==> config.mk <==
export PLATFORM = sky130hd
export DESIGN_NAME = uart_tx_flat
export DESIGN_NICKNAME = d
export VERILOG_FILES = /design/src/rtl/uart_tx_if.sv /design/src/rtl/uart_tx.sv /design/src/flat_wrapper.sv
export SDC_FILE = /design/constraint.sdc
export NUM_CORES = 1
export LEC_CHECK = 0
export CAP_MARGIN = 20
export CORE_UTILIZATION = 59
export CTS_CLUSTER_SIZE = 14
export DETAILED_ROUTE_END_ITERATION = 10
export GPL_TIMING_DRIVEN = 0
export PLACE_DENSITY = 0.83
export SETUP_SLACK_MARGIN = 0.2
export SLEW_MARGIN = 0
export SYNTH_ARGS = -nofsm -noshare
export SYNTH_HDL_FRONTEND = slang
export SYNTH_SLANG_ARGS = --single-unit
==> constraint.sdc <==
create_clock -name clk -period 3.6 [get_ports clk]
set_input_delay 0.72 -clock clk [delete_from_list [all_inputs] [get_ports clk]]
set_output_delay 0.72 -clock clk [all_outputs]
set_load 0.02 [all_outputs]
==> src/rtl/uart_tx_if.sv <==
// Byte handshake between the system side and the UART transmitter.
interface uart_tx_if;
    logic       tx_valid;
    logic [7:0] tx_data;
    logic       tx_ready;

    modport master (output tx_valid, output tx_data, input tx_ready);
    modport slave  (input tx_valid, input tx_data, output tx_ready);
endinterface

==> src/rtl/uart_tx.sv <==
// UART transmitter: 1 start bit, 8 data bits LSB-first, optional parity, 1 stop bit.
// Every output except tx_ready is registered. The registers are loaded from the
// next-state values, so the line changes on the same edge as the state.
module uart_tx #(
    parameter int CLKS_PER_BIT = 87,
    parameter bit PARITY_EN    = 1'b0,
    parameter bit PARITY_ODD   = 1'b0
) (
    input  logic      clk,
    input  logic      rst,
    uart_tx_if.slave  bus,
    output logic      tx_serial,
    output logic      tx_active,
    output logic      tx_done
);
    localparam int CW = $clog2(CLKS_PER_BIT);
    localparam logic [CW-1:0] CNT_LAST = CW'(CLKS_PER_BIT - 1);

    typedef enum logic [2:0] {IDLE, START, DATA, PARITY, STOP, CLEANUP} state_t;

    state_t        state, state_nxt;
    logic [CW-1:0] cnt, cnt_nxt;
    logic [2:0]    idx, idx_nxt;
    logic [7:0]    shreg, shreg_nxt;
    logic          serial_nxt, active_nxt, done_nxt;
    logic          bit_end;

    assign bit_end      = (cnt == CNT_LAST);
    assign bus.tx_ready = (state == IDLE) && !rst;

    // Next-state logic: baud counter, bit index and byte capture.
    always_comb begin
        state_nxt = state;
        cnt_nxt   = cnt;
        idx_nxt   = idx;
        shreg_nxt = shreg;
        case (state)
            IDLE: begin
                if (bus.tx_valid && bus.tx_ready) begin
                    shreg_nxt = bus.tx_data;
                    cnt_nxt   = '0;
                    idx_nxt   = 3'd0;
                    state_nxt = START;
                end
            end
            START: begin
                cnt_nxt = bit_end ? '0 : cnt + 1'b1;
                if (bit_end) state_nxt = DATA;
            end
            DATA: begin
                cnt_nxt = bit_end ? '0 : cnt + 1'b1;
                if (bit_end) begin
                    // Index holds at 7 after the last data bit.
                    if (idx == 3'd7) state_nxt = PARITY_EN ? PARITY : STOP;
                    else             idx_nxt   = idx + 3'd1;
                end
            end
            PARITY: begin
                cnt_nxt = bit_end ? '0 : cnt + 1'b1;
                if (bit_end) state_nxt = STOP;
            end
            STOP: begin
                cnt_nxt = bit_end ? '0 : cnt + 1'b1;
                if (bit_end) state_nxt = CLEANUP;
            end
            CLEANUP: state_nxt = IDLE;
            default: state_nxt = IDLE;
        endcase
    end

    // Output values for the state being entered, so they register with it.
    always_comb begin
        serial_nxt = 1'b1;
        active_nxt = 1'b0;
        done_nxt   = 1'b0;
        case (state_nxt)
            START: begin
                serial_nxt = 1'b0;
                active_nxt = 1'b1;
            end
            DATA: begin
                serial_nxt = shreg_nxt[idx_nxt];
                active_nxt = 1'b1;
            end
            PARITY: begin
                serial_nxt = (^shreg_nxt) ^ PARITY_ODD;
                active_nxt = 1'b1;
            end
            STOP:    active_nxt = 1'b1;
            CLEANUP: done_nxt   = 1'b1;
            default: ;
        endcase
    end

    // State and output registers; reset abandons any frame in flight.
    always_ff @(posedge clk) begin
        if (rst) begin
            state     <= IDLE;
            cnt       <= '0;
            idx       <= 3'd0;
            shreg     <= 8'h00;
            tx_serial <= 1'b1;
            tx_active <= 1'b0;
            tx_done   <= 1'b0;
        end else begin
            state     <= state_nxt;
            cnt       <= cnt_nxt;
            idx       <= idx_nxt;
            shreg     <= shreg_nxt;
            tx_serial <= serial_nxt;
            tx_active <= active_nxt;
            tx_done   <= done_nxt;
        end
    end
endmodule

==> src/flat_wrapper.sv <==
// flat-port wrapper written by rule: the top's interface ports become plain ports
module uart_tx_flat 
#(
    parameter int CLKS_PER_BIT = 87,
    parameter bit PARITY_EN    = 1'b0,
    parameter bit PARITY_ODD   = 1'b0
)
  (clk, rst, tx_serial, tx_active, tx_done, bus_tx_valid, bus_tx_data, bus_tx_ready);
  uart_tx_if bus_i ();
  input  logic clk;
  input  logic rst;
  output logic tx_serial;
  output logic tx_active;
  output logic tx_done;
  input wire logic [$bits(bus_i.tx_valid)-1:0] bus_tx_valid;
  input wire logic [$bits(bus_i.tx_data)-1:0] bus_tx_data;
  output wire logic [$bits(bus_i.tx_ready)-1:0] bus_tx_ready;
  assign bus_i.tx_valid = bus_tx_valid;
  assign bus_i.tx_data = bus_tx_data;
  assign bus_tx_ready = bus_i.tx_ready;
  uart_tx #(.CLKS_PER_BIT(CLKS_PER_BIT), .PARITY_EN(PARITY_EN), .PARITY_ODD(PARITY_ODD)) u_core (.clk(clk), .rst(rst), .bus(bus_i), .tx_serial(tx_serial), .tx_active(tx_active), .tx_done(tx_done));
endmodule
# == Word level (Yosys, flattened, before mapping) ==
# Index checks and enable logic that the tools add are counted.
# totals
reg_bits,24
latchBits,0
ram_bits,0
rom_bits,0
input_bits,11
output_inout_bits,4
elab_cells,52
mem_count,0
# op_classes
n_addsub,2
n_mul,0
div,0
n_lt_le_gt_ge,1
eq_ne,12
shifts,0
mux,21
n_bitwise,0
reduce_logical,9
# ops
op,count
two-way mux 3 bit,9
two-way mux 8 bit,2
case mux 3 bit (5 select lines),1
two-way mux 7 bit,2
case mux 7 bit (2 select lines),1
== test 3 x 2 -> 1 bit (second input constant),4
== test 3 bit (second input constant),4
OR reduction 4 bit,2
XOR reduction 8 bit,1
adder 7 x 1 -> 7 bit (second input constant),1
== test 7 bit (second input constant),1
== test 3 x 1 -> 1 bit (second input constant),2
case mux 3 bit (2 select lines),1
< comparator 3 x 4 -> 1 bit (second input constant),1
adder 3 x 1 -> 3 bit (second input constant),1
binary-select mux 1 bit (select 3 bit),1
logical NOT 3 bit,1
two-way mux 1 bit,3
case mux 1 bit (3 select lines),1
logical AND 1 bit,2
!= test 2 bit (second input constant),1
AND reduction 2 bit,1
nonzero test 2 bit,1
logical NOT 1 bit,1

# == Logic depth before layout (Yosys ltp) ==
# logic_depth
ltp_word,8
ltp_mapped,9
ltp_nobuf,9

# == Worst setup path after synthesis ==
# No wires, ideal clock.
# synth_timing
path_type,in2reg
from,input port rst
to,register u_core.tx_serial
arrival_time_ps,2301
t_required_ps,3480
path_slack_ps,1179
path_stages,9
path_buffers,2
cell_sequence,buf_2 > nor4_4 > and2_1 > buf_4 > mux2i_1 > mux2i_1 > nand3b_1 > nand4_1 > a211o_1
# synth_between
elab_chain_len,8
word_cells_on_any_way,16
# synth_rtl
element,line,rtl
"start, declared",flat_wrapper.sv:11,input logic rst;
logical NOT 1 bit *,uart_tx.sv:29,assign bus.tx_ready = (state == IDLE) && !rst;
logical AND 1 bit *,uart_tx.sv:29,
via bus_tx_ready,flat_wrapper.sv:17,output wire logic [$bits(bus_i.tx_ready)-1:0] bus_tx_ready;
logical AND 1 bit *,uart_tx.sv:39,if (bus.tx_valid && bus.tx_ready) begin
two-way mux 3 bit / two-way mux 8 bit (equally long branches),uart_tx.sv:39,
case mux 3 bit (2 select lines) / two-way mux 8 bit (equally long branches),uart_tx.sv:37,case (state)
binary-select mux 1 bit (select 3 bit),uart_tx.sv:82,serial_nxt = shreg_nxt[idx_nxt];
two-way mux 1 bit (implied by the code),uart_tx.sv:82,
case mux 1 bit (3 select lines) *,uart_tx.sv:76,case (state_nxt)
"end signal, assigned",uart_tx.sv:110,tx_serial <= serial_nxt;
"end, declared",uart_tx.sv:12,"output logic tx_serial,"
# The timed path passes the listed nets; every way through them passes the cells marked *. The select of a mux whose other input is x is not followed.
# A chain may end at the register's enable or synchronous reset.

# == Worst setup path after layout ==
# layout_timing
from,register u_core.state[0]
to,output port bus_tx_ready
# layout_between
elab_chain_len,2
# layout_rtl
element,line,rtl
"start, declared",uart_tx.sv:21,"state_t state, state_nxt;"
"start signal, assigned",uart_tx.sv:106,state <= state_nxt;
logical NOT 3 bit,uart_tx.sv:29,
logical AND 1 bit,uart_tx.sv:29,
"end, declared",flat_wrapper.sv:17,
# Every way passes these cells.

==> out/qor.txt <==
Chip Width - 50.06 microns
Layout cells sized above 1 - 0.07059
Share of the synthesized area in the top cell type - 0.3526
Die area - 2506 sq um
Post-synth EDFFs - 0
Deepest clock path buffer count - 2
CP peak stage delay - 670 ps
CTS H-tree lvls - 1
Post-synth top area cell - dfxtp_1
DRT Pass-1 Iters - 4
Worst path slowest cell - clkdlybuf4s50_1
Synth Cell Area - 1363 sq um
Final worst slack - 1070 ps
Critical Path Sink Type - primary output
Synth Flop Type - dfxtp_1
Mapped Cells - 153
Max Slew Vio Count - 0
CTS tree - done
Critical path type - flip-flop to primary output
WP data arrival - 1810 ps
Tcrit/Tclk final - 0.7028
Fillers - 165
Initial antenna violation count - 0
CTS clk-pin slew, worst paths - 150 ps
Reg2reg setup slack - 1270 ps
Core box area - 2191 sq um
Gpl congestion - 0.8863
Synth-to-layout area growth - 14.78%
# nets final - 185
Non-Filler Instances - 198
Total Power - 0.0005453 W
Number of global-route vias before repair - 1097
Largest net degree at the start of global routing - 14
Normalized max-slew margin - 0.6968
Worst endpoint required time - 2880 ps
Clock Tree Root - clkbuf_4
# setup viols final - 0
Hold path cells - 2
Detail Placement HPWL - 2.072 mm
Starting Density - 0.6219
Global Route Usage Sum - 0.2516
Setup Skew - 7.172 ps
Largest cells by area after synthesis - dfxtp_1 35%, xnor2_1 9.6%, mux2i_1 8.8%, nor2_1 7.7%, xor2_1 4.5%
Die Span Y - 50.06 microns
Multi-input combinational cell area - 830.8 sq um
Vias per cell - 5.621
Ant. Diodes - 0
Final Hold Vio Count - 0
R2R depth - 9
Yosys reg bits - 24
RSZ-0062 raised after global routing - false
Storage cell area - 480.5 sq um
Max-cap viol count - 0
Post-DRT Antenna Nets - 0
DR DRC count - 0
Peak VDD IR - 0.2221 mV
Vias - 1113
Max Clk Rate - 395.3 MHz
Worst skew pair latency - 330 ps
Place WS - 974.8 ps
Async SR Flop Fraction - 0
CP cell instances - buf_6, nor4_4, clkdlybuf4s50_1
Iter 0 DRT Violations - 16
Status - finished clean
Reg2reg start - u_core.cnt[0]$_SDFFE_PP0P_
Hold-critical path endpoint - u_core.cnt[6]$_SDFFE_PP0P_
Inst Count DP - 194
Pwr Density - 348.7 nW/um^2
RR Endpoint - u_core.tx_serial$_SDFF_PP1_
Post-synth cell types - 38
Post-synthesis sequential area ratio - 0.3526
YS warnings - 0
Grt total ovfl - 0
CP Launch Point - u_core.state[0]$_SDFF_PP0_
CTS Sinks - 24
Slew @ Worst Pin - 454.8 ps
First-pass GRT wire length - 4.781 mm
Final WL - 2.831 mm
P_leak - 0.6247 nW
Startpoint Class - flip-flop
# hold bufs at CTS - 0
Hold crit path type - flip-flop to flip-flop
Total CTS buffers - 3
Post-CTS Setup Repair Bufs - 0
Min Clock Period, post-route - 2530 ps
Avg Cell Area, Syn - 8.906 sq um
Avg WL per Cell - 14.30 microns
Core Rows - 17
IO Count - 15
PostCTS Resize Cnt - 0
Worst hold start - u_core.cnt[6]$_SDFFE_PP0P_
Mapped Nets - 167
TNS Setup - 0 ps
CP max FO - 10
Port Buf Inserts - 13
-- how the worst max path moves through the flow --
stage                     cells after the start                           to  slack, ps
after floorplan                               9  u_core.tx_serial$_SDFF_PP1_       1180
after global placement                        8  u_core.tx_serial$_SDFF_PP1_       1030
after detailed placement                      8  u_core.tx_serial$_SDFF_PP1_        970
after CTS                                     3                 bus_tx_ready       1070
after global routing                          3                 bus_tx_ready       1020
final                                         3                 bus_tx_ready       1070
-- registers in the layout, summed over array words and instances (netlist names) --
signal and cells:
u_core.idx 3, u_core.tx_active 1, u_core.tx_done 1, u_core.state 3
u_core.cnt 7, u_core.tx_serial 1, u_core.shreg 8
-- cells by family (layout without fill, tap and decap cells) --
logic type,Yosys count,after routing,synth area share
AO/OA/AOI/OAI,20,20,0.09919
XOR/XNOR,22,22,0.1414
adder cells (fa/ha/maj),3,3,0.02755
buffers and inverters,10,27,0.03765
flip-flops,24,24,0.3526
multiplexers,13,13,0.1047
AND/OR/NAND/NOR,61,61,0.2369
-- placed cells by master, fill, tap and decap left out, types with 2 or more instances in the layout --
| cell type | n |
|---|---|
| o21ai_0 | 2 |
| nor2b_1 | 3 |
| nand2b_1 | 2 |
| a22o_1 | 2 |
| clkbuf_1 | 2 |
| xnor2_1 | 15 |
| inv_1 | 4 |
| xor2_1 | 7 |
| nand3_1 | 3 |
| nand4_1 | 4 |
| ha_1 | 3 |
| dfxtp_1 | 24 |
| a21oi_1 | 6 |
| clkbuf_4 | 3 |
| clkdlybuf4s50_1 | 13 |
| nor2_1 | 28 |
| a211oi_1 | 3 |
| nand2_1 | 8 |
| mux2i_1 | 12 |
| and2_1 | 4 |
| buf_2 | 2 |
-- worst max-delay path: cells and delay by family, from the launching register on --
family	cells	cell delay [ps]
buffers and inverters	2	800
DFF	1	340
and+or+nand+nor	1	330
-- cells in the mapped netlist (all sizes together), types with 2 or more instances --
master and count:
nand2 8, dfxtp 24, clkbuf 2, mux2i 13, xnor2 15, nand4 5
a211oi 3, o21ai 2, a22o 2, nand2b 2, xor2 7, a21oi 6
nor2b 4, nor2 28, inv 4, nand3 3, and2 4, ha 3
buf 4
-- per-layer routing --
layer  GRT usage  vias up  routed length, microns
li1            -      557                       -
met3     0.03704        4                      73
met4     0.07619        0                      27
met5           0        -                       0
met2      0.4533       26                    1485
met1      0.3011      526                    1244
-- stage by stage --
step	utilization	hold WS, ps	area (sq um)
after floorplan	-	471.8	1363
after global placement	0.6973	489.1	1528
after detailed placement	0.6973	499.3	1528
after CTS	0.7139	532.5	1564
after global routing	0.7139	577.3	1564
final	0.7139	530.9	1564
-- power by group --
group	leakage (nW)	switching [W]	internal (W)
Clock	0.0210	0.0000913	0.0000619
Sequential	0.195	0.00000697	0.000275
Combinational	0.409	0.0000564	0.0000535
-- layout make-up --
type,instances,area share
clock buffers,4,0.02320
plain buffers,6,0.02320
flip-flops and latches,24,0.3072
inverters,4,0.009600
multi-input cells,119,0.5312
well taps,28,0.02240
repair buffers,13,0.08320
No activity file was read; power rests on OpenSTA's default activity.
